## config.mk

```make
export PLATFORM = sky130hd
export DESIGN_NAME = html_tag_parser
export DESIGN_NICKNAME = d
export VERILOG_FILES = /design/src/rtl/html_tag_parser.sv
export SDC_FILE = /design/constraint.sdc
export NUM_CORES = 1
export LEC_CHECK = 0
export ABC_AREA = 1
export BUFFER_PORTS_ARGS = -buffer_cell sky130_fd_sc_hd__buf_2
export CORE_ASPECT_RATIO = 2
export CORE_MARGIN = 2
export CORE_UTILIZATION = 45
export DETAILED_ROUTE_END_ITERATION = 8
export GPL_TIMING_DRIVEN = 0
export SLEW_MARGIN = 30
export SYNTH_ARGS = -nofsm -noshare
export SYNTH_HDL_FRONTEND = slang
export SYNTH_SLANG_ARGS = --single-unit
```

## constraint.sdc

```tcl
create_clock -name i_clock -period 2.2 [get_ports i_clock]
set_input_delay 0.11 -clock i_clock [delete_from_list [all_inputs] [get_ports i_clock]]
set_output_delay 0.11 -clock i_clock [all_outputs]
set_load 0.02 [all_outputs]
```

## src/rtl/html_tag_parser.sv

```systemverilog
// html_tag_parser: streaming HTML-subset tokenizer. It accepts one ASCII char
// per enabled edge and emits registered one-cycle tag/attribute/text tokens.
// Tag and attribute names share one shift buffer, because a tag name and an
// attribute name are never being collected at the same time.

`ifndef CHAR_BITES
`define CHAR_BITES 8
`endif

module html_tag_parser #(
  parameter int NAME_LEN = 10
) (
  input  logic                   i_clock,
  input  logic                   i_reset,
  input  logic                   i_state_enable,
  input  logic [`CHAR_BITES-1:0] i_char,
  input  logic                   i_char_valid,
  output logic                   o_tag_valid,
  output logic [1:0]             o_tag_id,
  output logic                   o_tag_is_close,
  output logic                   o_attr_valid,
  output logic [1:0]             o_attr_id,
  output logic [3:0]             o_attr_value,
  output logic                   o_text_valid,
  output logic [`CHAR_BITES-1:0] o_text_char,
  output logic                   o_has_finished,
  output logic                   o_error
);

  // Name length counter must hold NAME_LEN+1 (overflow marker) and at least 10.
  localparam int LEN_W_MIN = $clog2(NAME_LEN + 2);
  localparam int LEN_W     = (LEN_W_MIN > 4) ? LEN_W_MIN : 4;
  localparam int BUF_W     = NAME_LEN * 8;
  localparam logic [LEN_W-1:0] LEN_SAT = LEN_W'(NAME_LEN + 1);

  localparam logic [7:0] C_NUL = 8'h00;
  localparam logic [7:0] C_LT  = 8'h3C;
  localparam logic [7:0] C_GT  = 8'h3E;
  localparam logic [7:0] C_SL  = 8'h2F;
  localparam logic [7:0] C_SP  = 8'h20;
  localparam logic [7:0] C_EQ  = 8'h3D;

  typedef enum logic [2:0] {
    ST_TEXT,
    ST_TAG_OPEN,
    ST_TAG_NAME,
    ST_ATTR_SEP,
    ST_ATTR_NAME,
    ST_ATTR_VALUE,
    ST_DONE,
    ST_ERR
  } state_t;

  function automatic logic is_letter(input logic [7:0] c);
    return ((c >= 8'h61) && (c <= 8'h7A)) || ((c >= 8'h41) && (c <= 8'h5A));
  endfunction

  function automatic logic is_digit(input logic [7:0] c);
    return (c >= 8'h30) && (c <= 8'h39);
  endfunction

  // The buffer is a left-shifting register cleared on the first char, so a
  // name of exactly lit_len chars sits right-aligned like a hex string literal.
  function automatic logic name_is(input logic [79:0] nm, input logic [LEN_W-1:0] len,
                                   input logic [79:0] lit, input int lit_len);
    return (lit_len <= NAME_LEN) && (int'(len) == lit_len) && (nm == lit);
  endfunction

  function automatic logic [1:0] tag_lookup(input logic [79:0] nm, input logic [LEN_W-1:0] len);
    logic [1:0] id;
    if (name_is(nm, len, 80'h626F6479, 4)) begin            // "body"
      id = 2'd1;
    end else if (name_is(nm, len, 80'h70, 1)) begin         // "p"
      id = 2'd2;
    end else begin
      id = 2'd0;
    end
    return id;
  endfunction

  function automatic logic [1:0] attr_lookup(input logic [79:0] nm, input logic [LEN_W-1:0] len);
    logic [1:0] id;
    if (name_is(nm, len, 80'h6261636B67726F756E64, 10)) begin  // "background"
      id = 2'd1;
    end else if (name_is(nm, len, 80'h636F6C6F72, 5)) begin    // "color"
      id = 2'd2;
    end else if (name_is(nm, len, 80'h73697A65, 4)) begin      // "size"
      id = 2'd3;
    end else begin
      id = 2'd0;
    end
    return id;
  endfunction

  state_t           r_state, w_state_nxt;
  logic [BUF_W-1:0] r_name, w_name_nxt;
  logic [LEN_W-1:0] r_len, w_len_nxt;
  logic             r_close, w_close_nxt;
  logic [3:0]       r_value, w_value_nxt;
  logic             r_have_digit, w_have_digit_nxt;
  logic             r_tag_valid, w_tag_valid_nxt;
  logic [1:0]       r_tag_id, w_tag_id_nxt;
  logic             r_tag_close, w_tag_close_nxt;
  logic             r_attr_valid, w_attr_valid_nxt;
  logic [1:0]       r_attr_id, w_attr_id_nxt;
  logic [3:0]       r_attr_value, w_attr_value_nxt;
  logic             r_text_valid, w_text_valid_nxt;
  logic [7:0]       r_text_char, w_text_char_nxt;
  logic             r_finished, w_finished_nxt;
  logic             r_error, w_error_nxt;

  logic [BUF_W+7:0] w_name_cat;
  logic [BUF_W-1:0] w_name_app;
  logic [BUF_W-1:0] w_name_first;
  logic [LEN_W-1:0] w_len_inc;
  logic [79:0]      w_name80;
  logic [7:0]       w_value_calc;
  logic [3:0]       w_value_sat;
  logic             w_in_tag;

  assign w_name_cat   = {r_name, i_char};
  // Chars past NAME_LEN are counted but not stored.
  assign w_name_app   = (int'(r_len) < NAME_LEN) ? w_name_cat[BUF_W-1:0] : r_name;
  assign w_name_first = BUF_W'(i_char);
  assign w_len_inc    = (r_len == LEN_SAT) ? r_len : (r_len + LEN_W'(1));
  assign w_name80     = 80'(r_name);
  assign w_value_calc = ({4'h0, r_value} * 8'd10) + {4'h0, i_char[3:0]};
  assign w_value_sat  = (w_value_calc > 8'd15) ? 4'hF : w_value_calc[3:0];

  // Next-state and next-output logic; token pulses default low every cycle.
  always_comb begin
    w_state_nxt      = r_state;
    w_name_nxt       = r_name;
    w_len_nxt        = r_len;
    w_close_nxt      = r_close;
    w_value_nxt      = r_value;
    w_have_digit_nxt = r_have_digit;
    w_tag_valid_nxt  = 1'b0;
    w_tag_id_nxt     = 2'd0;
    w_tag_close_nxt  = 1'b0;
    w_attr_valid_nxt = 1'b0;
    w_attr_id_nxt    = 2'd0;
    w_attr_value_nxt = 4'd0;
    w_text_valid_nxt = 1'b0;
    w_text_char_nxt  = 8'd0;
    w_finished_nxt   = r_finished;
    w_error_nxt      = r_error;
    w_in_tag         = (r_state == ST_TAG_OPEN) || (r_state == ST_TAG_NAME) ||
                       (r_state == ST_ATTR_SEP) || (r_state == ST_ATTR_NAME) ||
                       (r_state == ST_ATTR_VALUE);

    if (!i_char_valid) begin
      w_state_nxt = r_state;
    end else if (w_in_tag && ((i_char == C_LT) || (i_char == C_NUL))) begin
      // A tag interrupted by a new '<' or end-of-stream is malformed.
      w_state_nxt    = ST_ERR;
      w_error_nxt    = 1'b1;
      w_finished_nxt = r_finished | (i_char == C_NUL);
    end else begin
      case (r_state)
        ST_TEXT: begin
          if (i_char == C_LT) begin
            w_state_nxt = ST_TAG_OPEN;
            w_close_nxt = 1'b0;
          end else if (i_char == C_NUL) begin
            w_state_nxt    = ST_DONE;
            w_finished_nxt = 1'b1;
          end else begin
            w_text_valid_nxt = 1'b1;
            w_text_char_nxt  = i_char;
          end
        end
        ST_TAG_OPEN: begin
          if ((i_char == C_SL) && !r_close) begin
            w_close_nxt = 1'b1;
          end else if (is_letter(i_char)) begin
            w_state_nxt = ST_TAG_NAME;
            w_name_nxt  = w_name_first;
            w_len_nxt   = LEN_W'(1);
          end else begin
            w_state_nxt = ST_ERR;
            w_error_nxt = 1'b1;
          end
        end
        ST_TAG_NAME: begin
          if (is_letter(i_char)) begin
            w_name_nxt = w_name_app;
            w_len_nxt  = w_len_inc;
          end else if ((i_char == C_SP) || (i_char == C_GT)) begin
            w_tag_valid_nxt = 1'b1;
            w_tag_id_nxt    = tag_lookup(w_name80, r_len);
            w_tag_close_nxt = r_close;
            w_state_nxt     = (i_char == C_SP) ? ST_ATTR_SEP : ST_TEXT;
          end else begin
            w_state_nxt = ST_ERR;
            w_error_nxt = 1'b1;
          end
        end
        ST_ATTR_SEP: begin
          if (i_char == C_SP) begin
            w_state_nxt = ST_ATTR_SEP;
          end else if (i_char == C_GT) begin
            w_state_nxt = ST_TEXT;
          end else if (is_letter(i_char) && !r_close) begin
            w_state_nxt = ST_ATTR_NAME;
            w_name_nxt  = w_name_first;
            w_len_nxt   = LEN_W'(1);
          end else begin
            w_state_nxt = ST_ERR;
            w_error_nxt = 1'b1;
          end
        end
        ST_ATTR_NAME: begin
          if (is_letter(i_char)) begin
            w_name_nxt = w_name_app;
            w_len_nxt  = w_len_inc;
          end else if (i_char == C_EQ) begin
            w_state_nxt      = ST_ATTR_VALUE;
            w_value_nxt      = 4'd0;
            w_have_digit_nxt = 1'b0;
          end else begin
            w_state_nxt = ST_ERR;
            w_error_nxt = 1'b1;
          end
        end
        ST_ATTR_VALUE: begin
          if (is_digit(i_char)) begin
            w_value_nxt      = w_value_sat;
            w_have_digit_nxt = 1'b1;
          end else if (((i_char == C_SP) || (i_char == C_GT)) && r_have_digit) begin
            w_attr_valid_nxt = 1'b1;
            w_attr_id_nxt    = attr_lookup(w_name80, r_len);
            w_attr_value_nxt = r_value;
            w_state_nxt      = (i_char == C_SP) ? ST_ATTR_SEP : ST_TEXT;
          end else begin
            w_state_nxt = ST_ERR;
            w_error_nxt = 1'b1;
          end
        end
        ST_DONE: begin
          w_state_nxt = ST_DONE;
        end
        ST_ERR: begin
          w_error_nxt = 1'b1;
          if (i_char == C_NUL) begin
            w_finished_nxt = 1'b1;
          end else begin
            w_finished_nxt = r_finished;
          end
        end
        default: begin
          w_state_nxt = ST_ERR;
          w_error_nxt = 1'b1;
        end
      endcase
    end
  end

  // State, buffers and output registers; reset or dropped enable clears all.
  always_ff @(posedge i_clock) begin
    if (i_reset || !i_state_enable) begin
      r_state      <= ST_TEXT;
      r_name       <= '0;
      r_len        <= '0;
      r_close      <= 1'b0;
      r_value      <= 4'd0;
      r_have_digit <= 1'b0;
      r_tag_valid  <= 1'b0;
      r_tag_id     <= 2'd0;
      r_tag_close  <= 1'b0;
      r_attr_valid <= 1'b0;
      r_attr_id    <= 2'd0;
      r_attr_value <= 4'd0;
      r_text_valid <= 1'b0;
      r_text_char  <= 8'd0;
      r_finished   <= 1'b0;
      r_error      <= 1'b0;
    end else begin
      r_state      <= w_state_nxt;
      r_name       <= w_name_nxt;
      r_len        <= w_len_nxt;
      r_close      <= w_close_nxt;
      r_value      <= w_value_nxt;
      r_have_digit <= w_have_digit_nxt;
      r_tag_valid  <= w_tag_valid_nxt;
      r_tag_id     <= w_tag_id_nxt;
      r_tag_close  <= w_tag_close_nxt;
      r_attr_valid <= w_attr_valid_nxt;
      r_attr_id    <= w_attr_id_nxt;
      r_attr_value <= w_attr_value_nxt;
      r_text_valid <= w_text_valid_nxt;
      r_text_char  <= w_text_char_nxt;
      r_finished   <= w_finished_nxt;
      r_error      <= w_error_nxt;
    end
  end

  assign o_tag_valid    = r_tag_valid;
  assign o_tag_id       = r_tag_id;
  assign o_tag_is_close = r_tag_close;
  assign o_attr_valid   = r_attr_valid;
  assign o_attr_id      = r_attr_id;
  assign o_attr_value   = r_attr_value;
  assign o_text_valid   = r_text_valid;
  assign o_text_char    = r_text_char;
  assign o_has_finished = r_finished;
  assign o_error        = r_error;

endmodule

```

## After elaboration in Yosys (flattened, before gate mapping)

Cells that the tools add are included.

- Bits in registers: 115
- Latch bits: 0
- ROM bits: 0
- Memory bits (writable): 0
- Memories kept: 0
- Output and inout bits: 22

- Add/subtract/negate cells: 2
- Mux-type cells: 69
- Shift-type cells: 0
- Equality and inequality tests: 48
- Bitwise operators: 8
- Reductions and logical operators: 46
- Divide/modulo/power cells: 0
- Multiply operators: 1
- $lt $le $gt $ge: 8

Operators with widths:

| cell | count |
|---|---|
| 80-bit two-way mux | 7 |
| 80-bit case mux with 3 select lines | 1 |
| 80-bit by 31-bit equality test with 1-bit output, second input constant | 2 |
| 80-bit by 39-bit equality test with 1-bit output, second input constant | 1 |
| 80-bit by 7-bit equality test with 1-bit output, second input constant | 1 |
| 80-bit by 79-bit equality test with 1-bit output, second input constant | 1 |
| 4-bit two-way mux | 11 |
| 8-bit by 6-bit equality test with 1-bit output, second input constant | 5 |
| 3-bit two-way mux | 12 |
| 3-bit != test, second input constant | 12 |
| 1-bit two-way mux | 25 |
| 3-bit case mux with 7 select lines | 1 |
| 10-bit AND reduction | 2 |
| 6-bit OR reduction | 3 |
| 4-bit equality test, second input constant | 4 |
| 8-bit by 7-bit greater-or-equal comparator with 1-bit output, second input constant | 2 |
| 8-bit by 7-bit <= comparator with 1-bit output, second input constant | 2 |
| 5-bit OR reduction | 3 |
| 2-bit by 1-bit != test with 1-bit output, second input constant | 7 |
| 7-bit OR reduction | 2 |
| 13-bit AND reduction | 1 |
| 3-bit equality test, second input constant | 4 |
| 1-bit logical AND | 12 |
| 2-bit two-way mux | 6 |
| other kinds (31) | 55 |

## Depth between registers and ports, before layout

- Depth in word-level cells: 9
- Mapped depth: 13
- Depth with buffers taken out: 12

## Least setup slack after synthesis

Ideal clock, no wire load.

- Path kind: register to register
- Start: register r_value[1]
- End: register r_value[0]
- Path slack: 0.179 ns
- Data required time: 2.068 ns
- Cell stages (with the launch flop): 13
- Arrival: 1.888 ns
- Setup time: 0.132 ns
- Path through: dfxtp_1 -> ha_1 -> ha_1 -> inv_1 -> fa_1 -> nand2_1 -> nand2_1 -> nand2_1 -> nand2_1 -> nor2_1 -> nand2_1 -> nand3_1 -> a21oi_1

- Cells in the longest elaborated chain, start to end: 6

RTL lines:

| element | RTL line | source |
|---|---|---|
| start, declared | 99 | `logic [3:0] r_value, w_value_nxt;` |
| start signal, assigned | 283 | `r_value <= w_value_nxt;` |
| 4-bit by 3-bit multiplier with 7-bit output | 127 | `assign w_value_calc = ({4'h0, r_value} * 8'd10) + {4'h0, i_char[3:0]};` |
| 8-bit by 4-bit adder with 8-bit output | 127 |  |
| 8-bit by 4-bit > comparator with 1-bit output | 128 | `assign w_value_sat = (w_value_calc > 8'd15) ? 4'hF : w_value_calc[3:0];` |
| 4-bit two-way mux | 128 |  |
| 4-bit two-way mux | 227 | `if (is_digit(i_char)) begin` |
| 4-bit case mux with 2 select lines | 160 | `case (r_state)` |

Every way passes these cells. The select of a mux whose other input is x is not followed.
A chain may end at the register's enable or synchronous reset.

## Worst setup path in the final report

- Start: register r_value[1]
- End: register r_value[1]

The elaborated chain is that of the path after synthesis.

==> run metrics <==
Max clock buf depth=2; Die Ht=approximately 170 um; Slew Limit Headroom=57.14%; Hold/Removal Path Class=in2reg; Worst R2R Path Depth=10; Chip Width=84.58 um; Antenna diodes=0; leakage=2.902 nW; drt wl/cell=16.55 um; Place WS=-0.1191 ns; Max IR drop VDD=around 610 uV; Crit. End Element=flop; Crit. Startpoint=r_value[1]; DRT Pass-1 Iters=5; Post-synth EDFFs=0; Slew @ Worst Pin=0.6428 ns; R2R setup slack=0.09 ns; Post-Syn Instances=913; post-synthesis cell type count=32; die area=roughly 0.014 mm2; Top Ports=34; Initial Util=46.27%; critical path launch point type=flop; cts bufs inserted=17; Clock Latency Late Sink=0.42 ns; final setup margin=0.08860 ns; Overflow after GRT=0; Total Routed Length=roughly 19000 um; last element of the critical path=r_value[1]; Detail Route Antenna Nets=0; Post-synth top flop=dfxtp_1; Layout area overhead=18.95%; net count after synthesis=approximately 940; Critical Path RT=between 2 and 2.5 ns; Port-buffer cells=33; layout cells sized above 1=11.54%; first-pass GRT wire length=between 30000 and 40000 um; core area=between 0.01 and 0.015 mm2; initial DRC count=338; CTS tree=built; post-synthesis sequential area ratio=39.40%; Syn. warnings=0; initial antenna violation count=0; vias in the first global route=5909; Rows=58; Root Driver=clkbuf_16; most common cell after layout, fill and taps aside=nor2_1; crit path time final=2.111 ns; PD cells=between 700 and 800 mW/mm2; Routability Congestion=0.9333; H-tree Lvls=4; Post-route DRC=0; Seq cells post-synth=115; largest net degree at the start of global routing=17; status=finished, final reports clean; total power=5.021 mW; Max Slew Vio Count=0; mapped cell area=0.005843 mm2; kind of critical path=reg2reg; period utilization=95.97%; final hold violations=0; clk_skew=0.01028 ns; fraction of registers with async set/reset=0%; Clock transition at path regs=0.06 ns; R2R Path Start=r_value[1]; most frequent cells in the layout=257 x nor2_1, 149 x nand2_1, 111 x dfxtp_1, 108 x inv_1, 53 x o21ai_0; Reg-to-Reg End=r_value[1]; vias after detailed routing=6038; Max Freq=0.4736 GHz; CTS Sinks=115; GRT Overall Usage=27.93%; CP arrival=2.39 ns; maxcap violations=0; final setup vio count=0; Vias/cell=5.306; Avg Cell Area, Syn=6.400 um2; Final #Nets=1000; HPWL Detailed=14360 um; CP Max Fanout=4
## how the worst min path moves through the flow
stage,from,end,depth (start not counted)
floorplan,i_char[2],o_text_char[2],2
global placement,i_char[7],o_text_char[7],3
detailed placement,i_char[7],o_text_char[7],3
CTS,i_char[4],o_text_char[4],3
global route,i_char[4],o_text_char[4],3
finish,i_char[4],o_text_char[4],3
## synthesized netlist by cell type, types with 2 or more instances
cell,n,area [um2]
nor3_1,14,70.07
fa_1,2,40.04
ha_1,11,137.6
nor4_1,14,87.58
buf_4,3,22.52
nor2_1,260,975.9
dfxtp_1,115,2302
inv_1,109,409.1
nand4_1,28,175.2
o21ai_0,57,285.3
buf_1,3,11.26
a21oi_1,48,240.2
nand2_2,2,12.51
a21o_1,2,15.01
nand3_1,46,230.2
nand2_1,151,566.8
buf_2,12,60.06
xnor2_1,2,17.52
nand3b_1,3,22.52
inv_2,5,18.77
clkbuf_1,15,56.30
## power breakdown
group          internal [mW]  switching, mW
clock network           1.69           1.05
registers               2.09        0.00560
logic                 0.0568          0.133
## final cells by class
type | instances | area [um2]
multi-input combinational | 649 | 3019
sequential | 115 | 2312
timing repair buffer | 43 | 255.2
buffer | 35 | 170.2
tap | 150 | 187.7
inverter | 114 | 427.9
fill | 1338 | 5677
clock inverter | 13 | 135.1
clock buffer | 19 | 442.9
## critical path: stages, from the launching register on
cell and delay (ns):
dfxtp_4 0.35, ha_1 0.27, ha_2 0.18, inv_2 0.04, fa_2 0.58, a21o_1 0.14
nand2_1 0.08, nor2_4 0.14, nand2_1 0.07, nand3_1 0.07, a21oi_1 0.06
## cell families after synthesis
kind of cell,Yosys count,share of synthesized area (%)
flip-flops,115,39.40
AO/OA/AOI/OAI,110,9.636
XOR/XNOR,3,0.4498
AND/OR/NAND/NOR,523,37.30
buffers and inverters,149,10.17
adder cells (fa/ha/maj),13,3.041
## state kept, by name (all words and copies together), names as in the netlist, 2 cells and up
signal,flops
o_attr_id,2
r_value,4
r_state,3
o_tag_id,2
o_text_char,8
o_attr_value,4
r_len,4
r_name,80
## through the flow
stage / setup TNS, ns / hold WS (ns) / cells / instance area, um2 / utilization, %
2_1_floorplan: 0 / 0.2222 / 913 / 5843 / -
3_3_place_gp: -3.325 / 0.3790 / 1096 / 6196 / 49.07
3_5_place_dp: -3.884 / 0.3891 / 1096 / 6196 / 49.07
4_1_cts: 0 / 0.004607 / 1134 / 6850 / 54.25
5_1_grt: -0.02147 / 0.02924 / 1138 / 6950 / 55.04
6_report: 0 / 0.01687 / 1138 / 6950 / 55.04
## routing by layer
layer | up-vias | track usage [%] | share of wire, %
li1 | 3028 | - | -
met1 | 2769 | 26.85 | 36
met2 | 175 | 54.69 | 55
met3 | 66 | 4.423 | 3.2
met4 | 0 | 15.95 | 5.6
met5 | - | 0 | 0
## repair_timing
| item | CTS | global route |
|---|---|---|
| hold endpoints to repair | 6 | 0 |
| hold buffers | 6 | 0 |
| setup endpoints to repair | 84 | 71 |
| setup buffers | 0 | 4 |
| pin swaps | 0 | 5 |
| resized for setup | 7 | 23 |
No activity file was read; power rests on OpenSTA's default activity.
